File: src/rtl/mc_ctrl_pkg.sv
`default_nettype none
// ============================================================================
// Module      : mc_ctrl_pkg
// Description : Shared definitions for the multi-cycle CPU control path:
//               opcodes, FSM state encoding, instruction classes, ALUOp and
//               PCSrc codes, and the bundle of per-opcode static controls.
// Revision    : 1.0 - initial release
// ============================================================================
package mc_ctrl_pkg;

    // Opcodes
    localparam logic [5:0] OP_ADD   = 6'b000000;
    localparam logic [5:0] OP_SUB   = 6'b000001;
    localparam logic [5:0] OP_ADDIU = 6'b000010;
    localparam logic [5:0] OP_AND   = 6'b010001;
    localparam logic [5:0] OP_ORI   = 6'b010010;
    localparam logic [5:0] OP_SLT   = 6'b100110;
    localparam logic [5:0] OP_SW    = 6'b110000;
    localparam logic [5:0] OP_LW    = 6'b110001;
    localparam logic [5:0] OP_BEQ   = 6'b110100;
    localparam logic [5:0] OP_BNE   = 6'b110101;
    localparam logic [5:0] OP_J     = 6'b111000;
    localparam logic [5:0] OP_JR    = 6'b111001;
    localparam logic [5:0] OP_HALT  = 6'b111111;

    // Nine states do not fit in three bits, so the state register (and the
    // debug state port) is four bits wide.
    typedef enum logic [3:0] {
        S_IF     = 4'd0,
        S_ID     = 4'd1,
        S_EXE_AL = 4'd2,
        S_EXE_BR = 4'd3,
        S_EXE_LS = 4'd4,
        S_MEM    = 4'd5,
        S_WB_AL  = 4'd6,
        S_WB_LD  = 4'd7,
        S_HALT   = 4'd8
    } state_t;

    typedef enum logic [2:0] {
        CLS_NOP  = 3'd0,
        CLS_AL   = 3'd1,
        CLS_BR   = 3'd2,
        CLS_LS   = 3'd3,
        CLS_JMP  = 3'd4,
        CLS_HALT = 3'd5
    } iclass_t;

    // ALUOp codes
    localparam logic [2:0] ALU_ADD = 3'b000;
    localparam logic [2:0] ALU_SUB = 3'b001;
    localparam logic [2:0] ALU_AND = 3'b010;
    localparam logic [2:0] ALU_OR  = 3'b011;
    localparam logic [2:0] ALU_SLT = 3'b100;

    // PCSrc codes
    localparam logic [1:0] PCSRC_SEQ = 2'b00;
    localparam logic [1:0] PCSRC_BR  = 2'b01;
    localparam logic [1:0] PCSRC_JR  = 2'b10;
    localparam logic [1:0] PCSRC_J   = 2'b11;

    // Controls that depend only on the opcode
    typedef struct packed {
        logic [2:0] alu_op;
        logic       alu_src_b;
        logic       ext_sel;
        logic       reg_dst;
        logic       db_data_src;
    } static_ctrl_t;

endpackage
`default_nettype wire

File: src/rtl/mc_ctrl_decode.sv
`default_nettype none
// ============================================================================
// Module      : mc_decode
// Description : Combinational opcode decoder. Produces the instruction class
//               used by the sequencer plus the opcode-only static controls.
// Ports       : i_op     - 6-bit opcode
//               o_iclass - instruction class (AL/BR/LS/JMP/HALT/NOP)
//               o_ctrl   - ALUOp, ALUSrcB, ExtSel, RegDst, DBDataSrc
// Revision    : 1.0 - initial release
// ============================================================================
module mc_decode
    import mc_ctrl_pkg::*;
(
    input  logic [5:0]   i_op,
    output iclass_t      o_iclass,
    output static_ctrl_t o_ctrl
);

    always_comb begin
        o_iclass       = CLS_NOP;
        o_ctrl         = '0;
        // Sign extension is the common case; only ori zero-extends.
        o_ctrl.ext_sel = 1'b1;
        case (i_op)
            OP_ADD: begin
                o_iclass       = CLS_AL;
                o_ctrl.alu_op  = ALU_ADD;
                o_ctrl.reg_dst = 1'b1;
            end
            OP_SUB: begin
                o_iclass       = CLS_AL;
                o_ctrl.alu_op  = ALU_SUB;
                o_ctrl.reg_dst = 1'b1;
            end
            OP_AND: begin
                o_iclass       = CLS_AL;
                o_ctrl.alu_op  = ALU_AND;
                o_ctrl.reg_dst = 1'b1;
            end
            OP_SLT: begin
                o_iclass       = CLS_AL;
                o_ctrl.alu_op  = ALU_SLT;
                o_ctrl.reg_dst = 1'b1;
            end
            OP_ADDIU: begin
                o_iclass         = CLS_AL;
                o_ctrl.alu_op    = ALU_ADD;
                o_ctrl.alu_src_b = 1'b1;
            end
            OP_ORI: begin
                o_iclass         = CLS_AL;
                o_ctrl.alu_op    = ALU_OR;
                o_ctrl.alu_src_b = 1'b1;
                o_ctrl.ext_sel   = 1'b0;
            end
            OP_SW: begin
                o_iclass         = CLS_LS;
                o_ctrl.alu_op    = ALU_ADD;
                o_ctrl.alu_src_b = 1'b1;
            end
            OP_LW: begin
                o_iclass           = CLS_LS;
                o_ctrl.alu_op      = ALU_ADD;
                o_ctrl.alu_src_b   = 1'b1;
                o_ctrl.db_data_src = 1'b1;
            end
            OP_BEQ, OP_BNE: begin
                o_iclass      = CLS_BR;
                o_ctrl.alu_op = ALU_SUB;
            end
            OP_J, OP_JR: o_iclass = CLS_JMP;
            OP_HALT:     o_iclass = CLS_HALT;
            default:     o_iclass = CLS_NOP;
        endcase
    end

endmodule
`default_nettype wire

File: src/rtl/multi_cycle_ctrl.sv
`default_nettype none
// ============================================================================
// Module      : multi_cycle_ctrl
// Description : Multi-cycle CPU control unit. Sequences each instruction
//               through IF/ID/EXE/MEM/WB and generates the datapath strobes.
//               PCWre pulses once, on the last cycle of each instruction.
// Ports       : CLK, Reset (async, active-high), op, zero (inputs)
//               PCWre, IRWre, RegWre, mRD, mWR, PCSrc, ALUOp, ALUSrcB,
//               ExtSel, RegDst, DBDataSrc, state (outputs)
// Revision    : 1.0 - initial release
// ============================================================================
module multi_cycle_ctrl
    import mc_ctrl_pkg::*;
(
    input  logic       CLK,
    input  logic       Reset,
    input  logic [5:0] op,
    input  logic       zero,
    output logic       PCWre,
    output logic       IRWre,
    output logic       RegWre,
    output logic       mRD,
    output logic       mWR,
    output logic [1:0] PCSrc,
    output logic [2:0] ALUOp,
    output logic       ALUSrcB,
    output logic       ExtSel,
    output logic       RegDst,
    output logic       DBDataSrc,
    output logic [3:0] state
);

    state_t       r_state_q;
    state_t       w_state_d;
    // Cleared asynchronously by Reset and set on the first edge after it
    // releases: holds every output low until that edge, so a write strobe
    // drops the instant Reset asserts and IRWre does not appear before the
    // clock has seen Reset gone.
    logic         r_run_q;
    iclass_t      w_iclass;
    static_ctrl_t w_ctrl;
    logic         w_br_taken;

    mc_decode u_decode (
        .i_op     (op),
        .o_iclass (w_iclass),
        .o_ctrl   (w_ctrl)
    );

    assign w_br_taken = ((op == OP_BEQ) && zero) || ((op == OP_BNE) && !zero);
    assign state      = r_state_q;

    // Next-state logic
    always_comb begin
        w_state_d = r_state_q;
        if (r_run_q) begin
            case (r_state_q)
                S_IF: w_state_d = S_ID;
                S_ID: begin
                    case (w_iclass)
                        CLS_JMP, CLS_NOP: w_state_d = S_IF;
                        CLS_HALT:         w_state_d = S_HALT;
                        CLS_BR:           w_state_d = S_EXE_BR;
                        CLS_LS:           w_state_d = S_EXE_LS;
                        default:          w_state_d = S_EXE_AL;
                    endcase
                end
                S_EXE_AL: w_state_d = S_WB_AL;
                S_EXE_BR: w_state_d = S_IF;
                S_EXE_LS: w_state_d = S_MEM;
                S_MEM:    w_state_d = (op == OP_LW) ? S_WB_LD : S_IF;
                S_WB_AL:  w_state_d = S_IF;
                S_WB_LD:  w_state_d = S_IF;
                S_HALT:   w_state_d = S_HALT;
                default:  w_state_d = S_IF;
            endcase
        end
    end

    always_ff @(posedge CLK or posedge Reset) begin
        if (Reset) begin
            r_state_q <= S_IF;
            r_run_q   <= 1'b0;
        end else begin
            r_state_q <= w_state_d;
            r_run_q   <= 1'b1;
        end
    end

    // Strobes: combinational from state and op
    always_comb begin
        PCWre     = 1'b0;
        IRWre     = 1'b0;
        RegWre    = 1'b0;
        mRD       = 1'b0;
        mWR       = 1'b0;
        PCSrc     = PCSRC_SEQ;
        ALUOp     = 3'b000;
        ALUSrcB   = 1'b0;
        ExtSel    = 1'b0;
        RegDst    = 1'b0;
        DBDataSrc = 1'b0;
        if (r_run_q) begin
            // Static controls are held from ID onward; IF leaves them at 0.
            if (r_state_q != S_IF) begin
                ALUOp     = w_ctrl.alu_op;
                ALUSrcB   = w_ctrl.alu_src_b;
                ExtSel    = w_ctrl.ext_sel;
                RegDst    = w_ctrl.reg_dst;
                DBDataSrc = w_ctrl.db_data_src;
            end
            case (r_state_q)
                S_IF: IRWre = 1'b1;
                S_ID: begin
                    if (w_iclass == CLS_JMP || w_iclass == CLS_NOP) begin
                        PCWre = 1'b1;
                    end
                    if (op == OP_J) begin
                        PCSrc = PCSRC_J;
                    end else if (op == OP_JR) begin
                        PCSrc = PCSRC_JR;
                    end
                end
                S_EXE_BR: begin
                    PCWre = 1'b1;
                    PCSrc = w_br_taken ? PCSRC_BR : PCSRC_SEQ;
                end
                S_MEM: begin
                    if (op == OP_LW) begin
                        mRD = 1'b1;
                    end else if (op == OP_SW) begin
                        mWR   = 1'b1;
                        PCWre = 1'b1;
                    end
                end
                S_WB_AL, S_WB_LD: begin
                    RegWre = 1'b1;
                    PCWre  = 1'b1;
                end
                default: ;
            endcase
        end
    end

endmodule
`default_nettype wire

File: config.mk
export PLATFORM = sky130hd
export DESIGN_NAME = multi_cycle_ctrl
export DESIGN_NICKNAME = d
export VERILOG_FILES = /design/src/rtl/mc_ctrl_pkg.sv /design/src/rtl/mc_ctrl_decode.sv /design/src/rtl/multi_cycle_ctrl.sv
export SDC_FILE = /design/constraint.sdc
export NUM_CORES = 1
export LEC_CHECK = 0
export CORE_MARGIN = 2
export CORE_UTILIZATION = 36
export CTS_CLUSTER_SIZE = 8
export DETAILED_ROUTE_END_ITERATION = 12
export GPL_TIMING_DRIVEN = 0
export HOLD_SLACK_MARGIN = 0.15
export PLACE_DENSITY = 0.66
export SYNTH_ARGS = -nofsm -noshare
export SYNTH_HDL_FRONTEND = slang
export SYNTH_HIERARCHICAL = 1
export SYNTH_SLANG_ARGS = --single-unit
File: constraint.sdc
create_clock -name CLK -period 2.01 [get_ports CLK]
set_input_delay 0.3015 -clock CLK [delete_from_list [all_inputs] [get_ports CLK]]
set_output_delay 0.3015 -clock CLK [all_outputs]
set_load 0.02 [all_outputs]
==> summary.txt <==
Status
  • Status: finished clean

Critical path
  • Worst R2R Path Depth: 5
  • Critical Path RT: 1.71 ns
  • Crit Path Max Fanout: 10
  • Crit. End Element: output pin
  • R2R setup slack: 0.61 ns
  • Crit start category: primary input
  • Setup CP Type: in -> out
  • Worst EP arrival: 1.62 ns
  • Reg2reg end: state[1]
  • RR Startpoint: state[0]

Power and ir drop
  • Sw Ratio: 43.6%
  • NetSw: 0.392 mW
  • Logic pwr share: 67.4%
  • Tot Pwr: 0.899 mW
  • Lkg Pwr: 0.559 nW
  • PwrDens: 763 mW/mm2
  • Reg power frac: 19.5%
  • Peak VDD IR: 392 uV
  • Pint: 0.507 mW
  • Clk network pwr share: 13.1%

Global routing
  • Vias in the first global route: 882
  • M2 GR Usage: 35.3%
  • Gr usage total: 18.0%
  • Met1 usage in global routing: 20.4%
  • Initial antenna violation count: 0
  • Global-route wire length before repair: 3.67 mm
  • Met3 Usage GRT: 0.877%
  • Gr ovfl total: 0
  • Largest net degree at the start of global routing: 11
  • Busiest layer in global routing: met2

Logic synthesis
  • Post-synth EDFFs: 0
  • Area leader, netlist: dfrtp_1
  • Synth top cells by count: 9 x nand2_1, 7 x and2_1, 7 x nor2_1
  • Mean Syn Cell Area: 7.25 um2
  • Synth Register Bits: 5
  • Adder-Cell Fraction of Synth Area: 0%
  • Post-Syn Area: 797 um2
  • Cell count after synthesis: 110
  • Asr flop ratio synth: 100%
  • Synth cell types: 47
  • Top cells by area, synth: dfrtp_1 16%, and2_1 5.5%, nor2b_1 4.7%
  • Syn_nets: 119
  • Synth Area in Compound Gates: 20.4%
  • Post-synthesis sequential area ratio: 15.7%
  • Most frequent cell after synthesis: nand2_1
  • Main flop type after synthesis: dfrtp_1
  • Post-synth top area share: 15.7%
  • Mux contribution to synthesized area: 1.26%
  • Largest family of logic cells by synthesized area: simple AND/OR/NAND/NOR gates
  • Synth Area in XOR/XNOR: 2.20%
  • YS warnings: 6
  • Simple-gate portion of the synthesized area: 51.0%

Hold path
  • Worst Hold Class: in -> async

Timing
  • Fin. Hold Viols: 0
  • Crit path time final: 1.93 ns
  • Final WS setup: 0.0844 ns
  • Post-Route Skew: 0.00683 ns
  • Final Max Slew Viols: 0
  • Setup_tns: 0 ns
  • Fmax: 0.519 GHz
  • Period utilization: 95.8%
  • Hold slack: 0.249 ns
  • Setup violators final: 0

Layout
  • Nets: 158
  • Area growth syn-to-layout: 47.9%
  • Final Non-Filler Cells: 176
  • Antenna diodes: 0
  • Fin area: 0.00118 mm2
  • Proportion of layout cells with a drive suffix above 1: 35.1%
  • Util after Layout: 54.9%

Clock network
  • Clk root buf: clkbuf_4
  • Clock latency on the worst-skew pair: 0.25 ns
  • Max clock buf depth: 2
  • Clock-pin slew on the worst setup and hold paths: 0.05 ns
  • TritonCTS Sinks: 5
  • H-tree lvl count: 1
  • CTS Hold Bufs: 0
  • TritonCTS clock tree: yes
  • CTS Buf Count: 3

Placement
  • Pre-CTS WS: -1.06 ns
  • Dpl cell area: 0.00109 mm2
  • Inst Count DP: 164
  • DP HPWL: 1.52 mm
  • RePlAce Congestion: 0.812
  • # port buffers: 26

Die
  • Die Area: 0.00261 mm2
  • Starting density of the core: 37.1%
  • Row cnt: 17
  • I/O pin cnt: 27
  • DIE HEIGHT: 51.1 um
  • Die width: 51.1 um
  • CORE AREA: 0.00215 mm2

Drt
  • WL/cell: 12.9 um
  • 1st-pass router iterations: 4
  • DR vias: 936
  • Iteration-0 DRC Markers: 19
  • DRT antenna net count: 0
  • Vias per cell: 5.32
  • Drc violations: 0
  • Routed WL: 2.28 mm

Flow run
  • Maxcap violations: 0
power by group through the flow:
stage	registers [mW]	clock network (mW)	logic, mW
floorplan	0.193	0	0.301
global placement	0.183	0	0.489
detailed placement	0.181	0	0.491
CTS	0.169	0.116	0.583
global route	0.179	0.128	0.657
finish	0.175	0.118	0.606
sequential cells by signal, indices dropped and copies added, names as in the netlist:
name and count:
r_run_q 1, state 4
metal layers:
| metal | vias up | share of wire (%) |
|---|---|---|
| met5 | - | 0 |
| met4 | 0 | 0 |
| met2 | 17 | 54 |
| met3 | 0 | 2.8 |
| met1 | 451 | 43 |
| li1 | 468 | - |
timing repair:
action,4_1_cts,5_1_grt
setup buffers,6,2
endpoints found under the setup margin,18,14
pin swaps,2,4
resized for setup,52,35
cloned,0,0
kinds of logic (layout without fill, tap and decap cells):
| family | after synthesis | in the layout |
|---|---|---|
| simple gates | 65 | 65 |
| compound gates | 23 | 23 |
| buf+inv | 13 | 51 |
| flops | 5 | 5 |
| xor+xnor | 2 | 2 |
| other cells | 1 | 1 |
| mux | 1 | 1 |
worst max-delay path, cell delays in order:
cell and delay (ns):
clkbuf_2 0.16, buf_6 0.17, nor3b_1 0.06, o21ai_1 0.22
o311ai_4 0.15, nor3_1 0.15, o22ai_1 0.09, a21oi_1 0.15
buf_4 0.16
placed cells by master (no fill, tap or decap), drive strengths merged, types with 2 or more instances in the layout:
cell,instances
nand2b,4
dfrtp,5
buf,20
nor3,5
or3,4
nand2,9
o21a,2
inv,6
nor3b,3
clkdlybuf4s50,6
nand3,2
o21ai,5
and2,7
nor2b,6
nor2,8
and4,2
nor4,2
and3b,3
a21oi,5
nand3b,2
a2bb2oi,2
clkbuf,17
o22ai,3
and3,2
final cells by class:
cell class	instances	area, um2
well taps	28	35.0
multi-input cells	92	658
flip-flops and latches	5	128
clock buffers	4	26.3
plain buffers	7	75.1
fillers	221	970
inverters	6	22.5
repair buffers	34	234
worst max path at each step:
stage	end	from	slack, ns
detailed placement	PCWre	op[0]	-1.06
CTS	PCWre	op[4]	-0.02
global route	PCWre	op[2]	-0.01
floorplan	state[1]	op[0]	0.08
global placement	PCWre	op[0]	-1.06
finish	PCWre	op[2]	0.08
Note: power is estimated with default switching activity, not from simulation.
